## src/rtl/uart_pkg.sv

```systemverilog
// Shared definitions for both ends of the serial link: FSM state encoding and
// frame geometry constants.
package uart_pkg;

    localparam int DATA_BITS  = 8;
    localparam int FRAME_BITS = 10;

    typedef enum logic [1:0] {
        IDLE  = 2'd0,
        START = 2'd1,
        DATA  = 2'd2,
        STOP  = 2'd3
    } tx_state_e;

endpackage

```

## src/rtl/uart_tx_if.sv

```systemverilog
// Parallel-side load handshake and serial-side outputs of the UART transmitter.
interface uart_tx_if;
    import uart_pkg::*;

    // A byte transfers on a rising edge where load and ready are both high.
    // ready never depends on load.
    logic [DATA_BITS-1:0] data;
    logic                 load;
    logic                 ready;
    logic                 txd;
    logic                 charSent;

    modport master (output data, load, input ready, txd, charSent);
    modport slave  (input data, load, output ready, txd, charSent);

endinterface

```

## src/rtl/tx_bit_timer.sv

```systemverilog
// Bit-period timer: bitDone pulses on the last clock of every CLKS_PER_BIT-clock
// bit while run is high; the count is held at zero while run is low.
module tx_bit_timer #(
    parameter int CLKS_PER_BIT = 16
) (
    input  logic clk,
    input  logic rst,
    input  logic run,
    output logic bitDone
);

    localparam int            CW   = (CLKS_PER_BIT > 1) ? $clog2(CLKS_PER_BIT) : 1;
    localparam logic [CW-1:0] LAST = CW'(CLKS_PER_BIT - 1);

    logic [CW-1:0] cnt_q, cnt_d;

    assign bitDone = run && (cnt_q == LAST);

    always_comb begin
        cnt_d = cnt_q;
        if (!run || bitDone) begin
            cnt_d = '0;
        end else begin
            cnt_d = cnt_q + 1'b1;
        end
    end

    always_ff @(posedge clk or negedge rst) begin
        if (!rst) begin
            cnt_q <= '0;
        end else begin
            cnt_q <= cnt_d;
        end
    end

endmodule

```

## src/rtl/uart_tx.sv

```systemverilog
// 8-N-1 UART transmitter: accepts a byte on the load/ready handshake and
// serialises start bit, eight data bits LSB first, and stop bit onto txd.
module uart_tx
    import uart_pkg::*;
#(
    parameter int CLKS_PER_BIT = 16
) (
    input  logic      clk,
    input  logic      rst,
    uart_tx_if.slave  tx_if,
    output tx_state_e state_o
);

    tx_state_e            state_q, state_d;
    logic [DATA_BITS-1:0] shift_q, shift_d;
    logic [2:0]           bit_cnt_q, bit_cnt_d;
    logic                 txd_q, txd_d;
    logic                 bit_done;
    logic                 run;
    logic                 accept;

    assign run      = (state_q != IDLE);
    assign state_o  = state_q;
    assign tx_if.txd = txd_q;

    tx_bit_timer #(
        .CLKS_PER_BIT(CLKS_PER_BIT)
    ) u_bit_timer (
        .clk     (clk),
        .rst     (rst),
        .run     (run),
        .bitDone (bit_done)
    );

    // txd_d is the line level for the cycle after the edge, so txd is registered.
    always_comb begin
        state_d        = state_q;
        shift_d        = shift_q;
        bit_cnt_d      = bit_cnt_q;
        txd_d          = txd_q;
        tx_if.ready    = 1'b0;
        tx_if.charSent = 1'b0;
        accept         = 1'b0;

        case (state_q)
            IDLE: begin
                tx_if.ready = 1'b1;
            end
            START: begin
                if (bit_done) begin
                    state_d   = DATA;
                    bit_cnt_d = '0;
                    txd_d     = shift_q[0];
                end
            end
            DATA: begin
                if (bit_done) begin
                    if (bit_cnt_q == 3'(DATA_BITS - 1)) begin
                        state_d = STOP;
                        txd_d   = 1'b1;
                    end else begin
                        shift_d   = shift_q >> 1;
                        bit_cnt_d = bit_cnt_q + 3'd1;
                        txd_d     = shift_q[1];
                    end
                end
            end
            STOP: begin
                if (bit_done) begin
                    tx_if.ready    = 1'b1;
                    tx_if.charSent = 1'b1;
                    state_d        = IDLE;
                    txd_d          = 1'b1;
                end
            end
            default: begin
                state_d = IDLE;
                txd_d   = 1'b1;
            end
        endcase

        // Acceptance in the final stop cycle chains straight into the next start bit.
        accept = tx_if.ready && tx_if.load;
        if (accept) begin
            state_d   = START;
            shift_d   = tx_if.data;
            bit_cnt_d = '0;
            txd_d     = 1'b0;
        end
    end

    always_ff @(posedge clk or negedge rst) begin
        if (!rst) begin
            state_q   <= IDLE;
            shift_q   <= '0;
            bit_cnt_q <= '0;
            txd_q     <= 1'b1;
        end else begin
            state_q   <= state_d;
            shift_q   <= shift_d;
            bit_cnt_q <= bit_cnt_d;
            txd_q     <= txd_d;
        end
    end

endmodule

```

## src/flat_wrapper.sv

```systemverilog
// flat-port wrapper written by rule: the top's interface ports become plain ports
module uart_tx_flat import uart_pkg::*;
#(
    parameter int CLKS_PER_BIT = 16
)
  (clk, rst, state_o, tx_if_data, tx_if_load, tx_if_ready, tx_if_txd, tx_if_charSent);
  uart_tx_if tx_if_i ();
  input  logic clk;
  input  logic rst;
  output tx_state_e state_o;
  input wire logic [$bits(tx_if_i.data)-1:0] tx_if_data;
  input wire logic [$bits(tx_if_i.load)-1:0] tx_if_load;
  output wire logic [$bits(tx_if_i.ready)-1:0] tx_if_ready;
  output wire logic [$bits(tx_if_i.txd)-1:0] tx_if_txd;
  output wire logic [$bits(tx_if_i.charSent)-1:0] tx_if_charSent;
  assign tx_if_i.data = tx_if_data;
  assign tx_if_i.load = tx_if_load;
  assign tx_if_ready = tx_if_i.ready;
  assign tx_if_txd = tx_if_i.txd;
  assign tx_if_charSent = tx_if_i.charSent;
  uart_tx #(.CLKS_PER_BIT(CLKS_PER_BIT)) u_core (.clk(clk), .rst(rst), .tx_if(tx_if_i), .state_o(state_o));
endmodule
```

## config.mk

```make
export PLATFORM = sky130hd
export DESIGN_NAME = uart_tx_flat
export DESIGN_NICKNAME = d
export VERILOG_FILES = /design/src/rtl/uart_pkg.sv /design/src/rtl/uart_tx_if.sv /design/src/rtl/tx_bit_timer.sv /design/src/rtl/uart_tx.sv /design/src/flat_wrapper.sv
export SDC_FILE = /design/constraint.sdc
export NUM_CORES = 1
export LEC_CHECK = 0
export ABC_CLOCK_PERIOD_IN_PS = 1600
export CAP_MARGIN = 20
export CORE_ASPECT_RATIO = 1.1
export CORE_MARGIN = 5
export CORE_UTILIZATION = 47
export CTS_CLUSTER_DIAMETER = 200
export DETAILED_ROUTE_END_ITERATION = 8
export PLACE_DENSITY = 0.74
export SYNTH_ARGS = -nofsm -noshare
export SYNTH_HDL_FRONTEND = slang
export SYNTH_SLANG_ARGS = --single-unit
```

## constraint.sdc

```tcl
create_clock -name clk -period 1.6 [get_ports clk]
set_input_delay 0.4 -clock clk [delete_from_list [all_inputs] [get_ports clk]]
set_output_delay 0.4 -clock clk [all_outputs]
set_load 0.01 [all_outputs]
```

Word-level counts from Yosys, hierarchy flattened:

Cells that the tools add are included.

* register bits after elaboration: 18
* output and inout port bits: 5
* logic and storage cells: 57
* input port bits: 11

* reduce and logical (&&, ||, !) cells: 14
* eq/ne operators: 11
* mux-type cells: 25
* $add $sub $neg: 2

Operators with widths (number)
* two-way mux 8 bit: 4
* two-way mux 3 bit: 4
* inequality test 3 x 2 -> 1 bit (second input constant): 4
* two-way mux 2 bit: 5
* AND reduction 4 bit: 2
* two-way mux 1 bit: 7
* case mux 2 bit (3 select lines): 1
* case mux 3 bit (2 select lines): 1
* nonzero test 2 bit: 3
* AND reduction 5 bit: 1
* adder 4 x 1 -> 4 bit (second input constant): 1
* == test 2 bit (second input constant): 2
* == test 4 bit (second input constant): 1
* two-way mux 4 bit: 1
* nonzero test 4 bit: 1
* adder 3 x 1 -> 3 bit (second input constant): 1
* == test 3 bit (second input constant): 1
* inequality test 3 x 1 -> 1 bit (second input constant): 1
* case mux 1 bit (3 select lines): 1
* AND reduction 3 bit: 1
* nonzero test 3 bit: 1
* == test 2 x 1 -> 1 bit (second input constant): 1
* logical AND 1 bit: 2
* logical NOT 2 bit: 1
* other kinds (4): 4

Logic depth before layout (Yosys ltp):

Gate-level depths: netlist (run 1).

* depth after elaboration: 7
* depth in mapped cells: 8
* depth with buffers taken out: 6

By module:

A second synthesis (run 1) with hierarchy kept.

* cells, all modules: 88
* area total of the unflattened synthesis: 1042.2 sq um

By module, submodules not included
* uart_tx: seq. area each 351.6 sq um, area an instance 868.3 sq um, cells each 73, times used 1
* tx_bit_timer: seq. area each 100.1 sq um, area an instance 173.9 sq um, cells each 15, times used 1

Worst setup path before layout (run 1):

Ideal clock, no wire load.

* path type: reg-to-reg
* start point: reg u_core.state_q[0], in the netlist u_core.state_o[0]
* end point: reg u_core.bit_cnt_q[0]
* slack: -0.279 ns
* buffers on the path: 1
* data required time: 1.475 ns
* period minus slack after synthesis: 1.879 ns
* cell stages (with the launch flop): 8
* data arrival time: 1.754 ns
* library setup time: 0.125 ns
* cells stage by stage: dfrtp_1 > inv_1 > ha_1 > nor2b_1 > nor2b_1 > buf_2 > o21ai_0 > mux2_2

* longest elaborated chain between the ends: 7
* elaborated cells on any way between the ends: 16
* those cells by class: eq/ne: 6; mux: 4; reduce/logical: 6

Ends and longest elaborated chain
* start: declaration: line uart_tx.sv:14 `tx_state_e state_q, state_d;`
* start signal: assignment: line uart_tx.sv:99 `state_q <= state_d;`
* nonzero test 2 bit: line uart_tx.sv:22 `assign run = (state_q != IDLE);`
* logical AND 1 bit: line tx_bit_timer.sv:17 `assign bitDone = run && (cnt_q == LAST);`
* two-way mux 1 bit: line uart_tx.sv:69 `if (bit_done) begin`
* case mux 1 bit (2 select lines): line uart_tx.sv:45 `case (state_q)`
* logical AND 1 bit: line uart_tx.sv:83 `accept = tx_if.ready && tx_if.load;`
* inequality test 3 x 2 -> 1 bit (no source line) or nonzero test 3 bit (tied branches)
* AND reduction 4 bit (no source line)
* end signal: assignment: line uart_tx.sv:101 `bit_cnt_q <= bit_cnt_d;`
* end: declaration: line uart_tx.sv:16 `logic [2:0] bit_cnt_q, bit_cnt_d;`

Parallel ways exist; a longest one is shown, timed or not.
A chain may end at the register's enable or synchronous reset.

Worst setup path in the final report (run 1):

* start point: reg u_core.state_q[0], in the netlist u_core.state_o[0]
* end point: out tx_if_charSent

* longest elaborated chain between the ends: 4
* elaborated cells on any way between the ends: 5
* those cells by class: eq/ne: 1; mux: 2; reduce/logical: 2

Ends and longest elaborated chain
* nonzero test 2 bit: line uart_tx.sv:22
* logical AND 1 bit: line tx_bit_timer.sv:17
* two-way mux 1 bit: line uart_tx.sv:69
* two-way mux 1 bit (*): line uart_tx.sv:45
* end: declaration: line flat_wrapper.sv:15 `output wire logic [$bits(tx_if_i.charSent)-1:0] tx_if_charSent;`

Mark *: on every way between the ends. The rest lies on a longest branch, timed or not.

==> parameters.txt, run 1 <==
Parameter                              Value

Outcome
  Result of the run    finished with violations
  Violations in the final reports    setup timing

Timing
  Final setup violation count    16
  Highest attainable clock frequency    between 500 and 600 MHz
  Setup repair after global routing missed its margin    true
  Slew at the pin closest to its max-slew limit    between 300 and 400 ps
  Ratio of final minimum period to clock period    118%
  Final Hold Violating Endpoints    0
  Clock tree skew after final layout    approximately 6.5 ps
  Worst slew margin relative to its limit    78.9%
  Final critical path time including I/O delays and setup    approximately 1900 ps
  Worst setup margin    -290 ps
  Max Transition Viols Final    0

Job
  Max-cap violations    0

Layout
  Area Growth Syn to Fin    63.9%
  Layout Cell Area excl Fill    ~0.0017 mm²
  Count of antenna diodes in the layout    0
  # nets final    between 150 and 200
  Share of post-route cells with drive strength above 1    between 40% and 50%
  Most used cells in the layout excluding fill and tap cells    24 x buf_4, 15 x dfrtp_1, 11 x o21ai_1
  Share of the core filled with cells    78.5%
  Leading cell type in the layout, fill and taps excluded    buf_4

Die
  Number of rows in the core area    18
  Vertical die dimension    roughly 59 µm
  Chip Width    around 55 µm
  Core area    ~0.0022 mm²
  Count of boundary I/O pins    16
  Die area    about 0.0033 mm²
  Initial Util    47.9%

GRT
  Aggregate global routing overflow    0
  Largest net degree at the start of global routing    19
  First-pass GRT wire length    approximately 4000 µm
  Initial antenna violation count    0
  Number of global-route vias before repair    967
  GRT Resource Usage Total    17.4%

Worst setup path
  Crit path top cell by count    buf_4
  Slowest stage delay, CP    450 ps
  Arrival time of data at the critical path endpoint    1490 ps
  Maximum fanout along the worst path    3
  Master of the slowest instance on the critical path    dfrtp_2
  FF-to-FF Start    u_core.state_o[0]$_DFFE_PN0P_
  Required arrival time at the worst endpoint    1200 ps
  Crit. End Element    output pin
  Cell Chain, Critical Path    buf_4 > ha_4 > buf_4 > and2_4 > buf_6
  Critical path class    reg2out
  Element type at the critical path start    flop
  Origin of the worst setup path    u_core.state_o[0]$_DFFE_PN0P_

Clock network
  Number of buffers inserted during clock tree synthesis    3
  Sinks on the clock net    18
  Number of hold buffers added after CTS    0
  Clock-pin slew of the registers on the worst-case setup and hold paths    about 110 ps
  Clock root buffer    clkbuf_4
  Maximum level of the CTS H-tree    1
  TritonCTS clock tree    done
  Clock latency at the later pin of the worst-skew pair    about 300 ps
  Maximum count of clock buffers along a single path    2

Drt
  DR iter-0 viols    25
  Mean number of vias per cell    5.59
  Router iterations before antenna repair    4
  Wire length per cell after detailed routing    approximately 17 µm
  Number of remaining DRC errors    0
  Number of routed nets with antenna violations    0
  Wire length reported by the detailed router    2980 µm
  Via count    1000

Hold path
  Class of the tightest hold or removal check    in2async

Logic synthesis
  Yosys Warn Count    0
  Number of flip-flops and latches in the synthesized netlist    18
  Seq/Total Area, Yosys    a little over two fifths
  Total nets after synthesis    ~120
  Syn Area/Cell    around 10 µm²
  Count of cell types in the netlist    35
  Post-Synthesis Cells    100
  Synthesized area    about 0.0010 mm²

Place
  PortBufs    15
  DP Wirelength    between 1500 and 2000 µm
  Final weighted congestion in routability-driven placement    0.809
  Instance area at placement    ~0.0014 mm²
  Worst slack at placement    -366 ps

Power and ir drop
  Power density over the cells    slightly below 500 mW/mm²
  Pleak    roughly 0.75 nW
  Max IR drop VDD    0.432 mV
state kept, by name, summed over array words and instances (netlist names):
signal,flops
u_core.tx_if.txd,1
u_core.shift_q,8
u_core.state_o,2
u_core.u_bit_timer.cnt_q,4
u_core.bit_cnt_q,3
cell type report:
| cell class | count | area [µm²] |
|---|---|---|
| fillers | 139 | 470 |
| inverters | 2 | 7.51 |
| flip-flops and latches | 18 | 454 |
| clock buffers | 4 | 36.3 |
| repair buffers | 48 | 462 |
| well taps | 30 | 37.5 |
| multi-input cells | 77 | 717 |
what timing repair did:
| item | CTS | global route |
|---|---|---|
| gates resized for setup | 49 | 12 |
| pin swaps | 12 | 5 |
| setup endpoints to repair | 19 | 17 |
| cloned | 0 | 2 |
| setup buffers | 8 | 2 |
per-stage QoR:
| step | instances | hold WS, ps | TNS [ps] | total power, mW |
|---|---|---|---|---|
| 2_1_floorplan | 100 | 104 | -442 | 0.494 |
| 5_1_grt | 179 | 420 | -2760 | 0.860 |
| 4_1_cts | 177 | 423 | -2030 | 0.825 |
| 6_report | 179 | 419 | -2320 | 0.824 |
| 3_5_place_dp | 165 | 490 | -2490 | 0.536 |
| 3_3_place_gp | 165 | 483 | -2140 | 0.535 |
synthesized netlist by cell type:
master | n | area share [%]
nand2b_1 | 2 | 1.2
a31oi_1 | 1 | 0.60
a21boi_0 | 1 | 0.72
o21ba_2 | 1 | 0.96
or2_1 | 1 | 0.60
nand2_1 | 10 | 3.6
and3_4 | 1 | 1.1
nor3b_1 | 1 | 0.72
mux2i_1 | 7 | 6.7
dfstp_2 | 1 | 2.5
o31ai_1 | 1 | 0.72
ha_1 | 10 | 12
xnor2_1 | 1 | 0.84
o21ai_0 | 11 | 5.3
a311oi_1 | 1 | 0.84
a2bb2oi_1 | 1 | 0.84
a22o_2 | 2 | 1.9
a21oi_1 | 2 | 0.96
mux2_2 | 1 | 1.1
nor3_1 | 2 | 0.96
and3_1 | 1 | 0.60
a21o_1 | 1 | 0.72
dfrtp_1 | 17 | 41
and4b_4 | 1 | 1.3
a211oi_1 | 1 | 0.72
nor2b_1 | 4 | 2.4
o32a_2 | 1 | 1.1
buf_4 | 1 | 0.72
and2_2 | 2 | 1.4
inv_1 | 2 | 0.72
o32ai_1 | 1 | 0.84
a221oi_1 | 1 | 0.84
buf_2 | 2 | 0.96
a41oi_1 | 1 | 0.84
nor2_1 | 6 | 2.2
routing by layer:
layer	track usage, %	wire length (µm)	share of wire (%)
met1	18.4	1150	38
met2	31.6	1670	56
met3	3.53	100	3.4
met4	8.33	62	2.1
met5	0	0	0
worst paths after layout:
path | to | slack (ps) | cells past startpoint
setup / recovery | tx_if_charSent | -290 | 5
hold / removal | u_core.u_bit_timer.cnt_q[2]$_DFF_PN0_ | 420 | 2
setup reg to reg | u_core.bit_cnt_q[0]$_DFFE_PN0P_ | -230 | 7
hold reg to reg | u_core.bit_cnt_q[1]$_DFFE_PN0P_ | 530 | 1
max in group asynchronous | u_core.tx_if.txd$_DFFE_PN1P_ | 920 | 2
min in group clk | u_core.bit_cnt_q[1]$_DFFE_PN0P_ | 530 | 1
cells by family (layout without fill, tap and decap cells):
kind of cell               Yosys count  after routing  synth area share [%]
AOI/OAI and AO/OA                   27             27                  17.8
buffers and inverters                5             54                  2.39
muxes                                8              8                  7.78
DFF                                 18             18                  43.2
xor gates and xnor gates             1              1                 0.837
and+or+nand+nor                     31             31                  16.0
adders and majority gates           10             10                  12.0
power by group:
part	internal, mW	total, mW	leakage (nW)	switching [mW]
combinational	0.0342	0.0580	0.513	0.0239
sequential	0.467	0.474	0.214	0.00713
clock	0.139	0.292	0.0210	0.153
total	0.640	0.824	0.747	0.184
worst max-delay path: cells and delay by family (launching register included):
family,cells,cell delay [ps]
simple gates,1,150
flops,1,450
buf+inv,3,410
fa+ha+maj,1,170
Power figures use the tool's default switching activity.
==> run 2: changes to the inputs <==
CTS_CLUSTER_SIZE = 8   (was default)
==> results of run 2 <==
Same layout as run 1: the final DEF is identical, and so are final timing and power.
==> run 3: changes to the inputs <==
==> constraint.sdc (replaced) <==
create_clock -name clk -period 1.6 [get_ports clk]
set_input_delay 0.24 -clock clk [delete_from_list [all_inputs] [get_ports clk]]
set_output_delay 0.24 -clock clk [all_outputs]
set_load 0.01 [all_outputs]
==> parameters.txt, run 3 (synthesis gave the netlist of run 1 again) <==
Parameter                              Value

Job
  Max-cap violations    0 (unchanged)

Die
  Initial Util    47.9% (unchanged)
  Die area    0.00327 mm² (unchanged)
  Count of boundary I/O pins    16 (unchanged)
  Core area    0.00218 mm² (unchanged)
  Chip Width    55.0 µm (unchanged)
  Number of rows in the core area    18 (unchanged)
  Vertical die dimension    59.5 µm (unchanged)

Clock network
  Number of hold buffers added after CTS    0 (unchanged)
  Clock root buffer    clkbuf_4 (unchanged)
  Maximum count of clock buffers along a single path    2 (unchanged)
  Maximum level of the CTS H-tree    1 (unchanged)
  Sinks on the clock net    18 (unchanged)
  Number of buffers inserted during clock tree synthesis    3 (unchanged)
  Clock-pin slew of the registers on the worst-case setup and hold paths    110 ps (about the same)
  Clock latency at the later pin of the worst-skew pair    300 ps (about the same)
  TritonCTS clock tree    done (unchanged)

Drt
  Number of remaining DRC errors    0 (unchanged)
  Wire length per cell after detailed routing    14.4 µm (was 16.7 µm)
  DR iter-0 viols    9 (was 25)
  Met3 Routed Length    50 µm (was 100 µm)
  Uppermost signal routing layer after detailed routing    met4 (unchanged)
  Number of routed nets with antenna violations    0 (unchanged)
  Mean number of vias per cell    5.08 (was 5.59)
  Router iterations before antenna repair    4 (unchanged)
  Metal-1 WL    1060 µm (was 1150 µm)
  Via count    879 (was 1000)
  Wire length reported by the detailed router    2490 µm (was 2980 µm)
  Detailed route wirelength on metal2    1350 µm (was 1670 µm)

Timing
  Final setup violation count    15 (was 16)
  Max Transition Viols Final    0 (unchanged)
  Highest attainable clock frequency    583 MHz (was 529 MHz)
  Slew at the pin closest to its max-slew limit    308 ps (was 315 ps)
  Worst slew margin relative to its limit    79.4% (was 78.9%)
  Clock tree skew after final layout    5.80 ps (was 6.46 ps)
  Ratio of final minimum period to clock period    107% (was 118%)
  Setup repair after global routing missed its margin    true (unchanged)
  Final Hold Violating Endpoints    0 (unchanged)
  Worst setup margin    -116 ps (was -290 ps)
  Final critical path time including I/O delays and setup    1720 ps (was 1890 ps)

Outcome
  Violations in the final reports    setup timing (unchanged)
  Result of the run    finished with violations (unchanged)

Worst setup path
  Critical path class    reg2out (unchanged)
  Element type at the critical path start    flop (unchanged)
  Required arrival time at the worst endpoint    1360 ps (was 1200 ps)
  Arrival time of data at the critical path endpoint    1480 ps (was 1490 ps)
  RR Endpoint    u_core.bit_cnt_q[0]$_DFFE_PN0P_ (unchanged)
  Crit. End Element    output pin (unchanged)
  FF-to-FF Start    u_core.u_bit_timer.cnt_q[0]$_DFF_PN0_ (was u_core.state_o[0]$_DFFE_PN0P_)
  Slack of the worst reg-to-reg path    -110 ps (was -230 ps)
  Maximum fanout along the worst path    3 (unchanged)
  Depth of the worst register-to-register path    6 (was 7)

Power and ir drop
  Max IR drop VDD    0.488 mV (was 0.432 mV)
  Power density over the cells    520 mW/mm² (was 481 mW/mm²)
  Pleak    0.676 nW (was 0.747 nW)
  Total power    819 µW (was 824 µW)

Layout
  Number of standard cells in the final layout excluding fillers    173 (was 179)
  Regs by FF count    u_core.shift_q x8, u_core.u_bit_timer.cnt_q x4, u_core.bit_cnt_q x3 (unchanged)
  Largest register by flop count    u_core.shift_q (unchanged)
  Flip-flop count of the largest register after layout    8 (unchanged)
  # nets final    165 (was 171)
  Most used cells in the layout excluding fill and tap cells    25 x buf_4, 15 x dfrtp_1, 10 x o21ai_1, 10 x clkdlybuf4s50_1, 9 x nand2_1 (was 24 x buf_4, 15 x dfrtp_1, 11 x o21ai_1)
  Area Growth Syn to Fin    50.6% (was 63.9%)
  Share of post-route cells with drive strength above 1    46.9% (was 49.0%)
  Count of antenna diodes in the layout    0 (unchanged)
  Leading cell type in the layout, fill and taps excluded    buf_4 (unchanged)

GRT
  GRT Resource Usage Total    16.8% (was 17.4%)
  Initial antenna violation count    0 (unchanged)
  Largest net degree at the start of global routing    19 (unchanged)
  First-pass GRT wire length    4020 µm (was 4080 µm)
  Number of global-route vias before repair    936 (was 967)
  Aggregate global routing overflow    0 (unchanged)

Place
  Cell total after placement    163 (was 165)
  DP Wirelength    1680 µm (was 1710 µm)
  PortBufs    15 (unchanged)
  Final weighted congestion in routability-driven placement    0.781 (was 0.809)

Hold path
  Class of the tightest hold or removal check    in2async (unchanged)
## run 3: changes by cell type in the layout (fill, tap and decap cells not counted), sizes merged
cell           before  now
buf                34   29
clkbuf              6    4
dlygate4sd2         1    3
clkdlybuf4s15       1    0
## run 3: layout make-up
type / instances / area (µm²)
Clock buffer: 4 / 36.3
Fill cell: 172 / 609
Tap cell: 30 / 37.5
Sequential cell: 18 / 454
Multi-Input combinational cell: 77 / 687
Inverter: 2 / 7.51
Timing Repair Buffer: 42 / 353
## run 3: power breakdown
| group | leakage (nW) | internal (mW) | switching, mW | total [mW] |
|---|---|---|---|---|
| clock network | 0.0210 | 0.139 | 0.149 | 0.288 |
| registers | 0.214 | 0.467 | 0.00736 | 0.475 |
| logic | 0.442 | 0.0347 | 0.0219 | 0.0566 |
| total | 0.676 | 0.641 | 0.178 | 0.819 |
## run 3: metrics by stage
step / setup TNS, ps / instance area [µm²] / setup slack [ps] / utilization [%] / hold WS, ps
final: -759 / 1580 / -116 / 72.1 / 258
after global routing: -1920 / 1580 / -182 / 72.1 / 296
after CTS: -639 / 1520 / -106 / 69.4 / 262
after detailed placement: -1870 / 1390 / -223 / 63.8 / 491
after global placement: -1390 / 1390 / -190 / 63.8 / 483
after floorplan: -442 / 1070 / -62.9 / - / -55.6
## run 3: metal layers
layer / global-route usage, % / vias up
li1: - / 447
met4: 5.21 / 0
met5: 0 / -
met2: 30.9 / 8
met3: 2.27 / 4
met1: 19.5 / 420
## run 3: how the worst max path moves through the flow
stage | start | slack [ps] | endpoint
after floorplan | u_core.state_o[1]$_DFFE_PN0P_ | -60 | u_core.bit_cnt_q[0]$_DFFE_PN0P_
after global placement | u_core.state_o[0]$_DFFE_PN0P_ | -190 | tx_if_charSent
after detailed placement | u_core.state_o[1]$_DFFE_PN0P_ | -220 | tx_if_ready
after CTS | u_core.state_o[1]$_DFFE_PN0P_ | -110 | tx_if_charSent
after global routing | u_core.state_o[0]$_DFFE_PN0P_ | -180 | tx_if_charSent
final | u_core.state_o[1]$_DFFE_PN0P_ | -120 | tx_if_charSent
## run 3: what timing repair did
item,4_1_cts,5_1_grt
pin swaps,6,8
resized for setup,35,13
setup buffers,4,1
gates cloned,0,1
setup endpoints to repair,18,16
## run 3: critical path, stage by stage (launching register included)
cell	delay [ps]
dfrtp_2	390
inv_2	60
ha_4	150
and4b_4	330
and2_4	160
buf_6	100
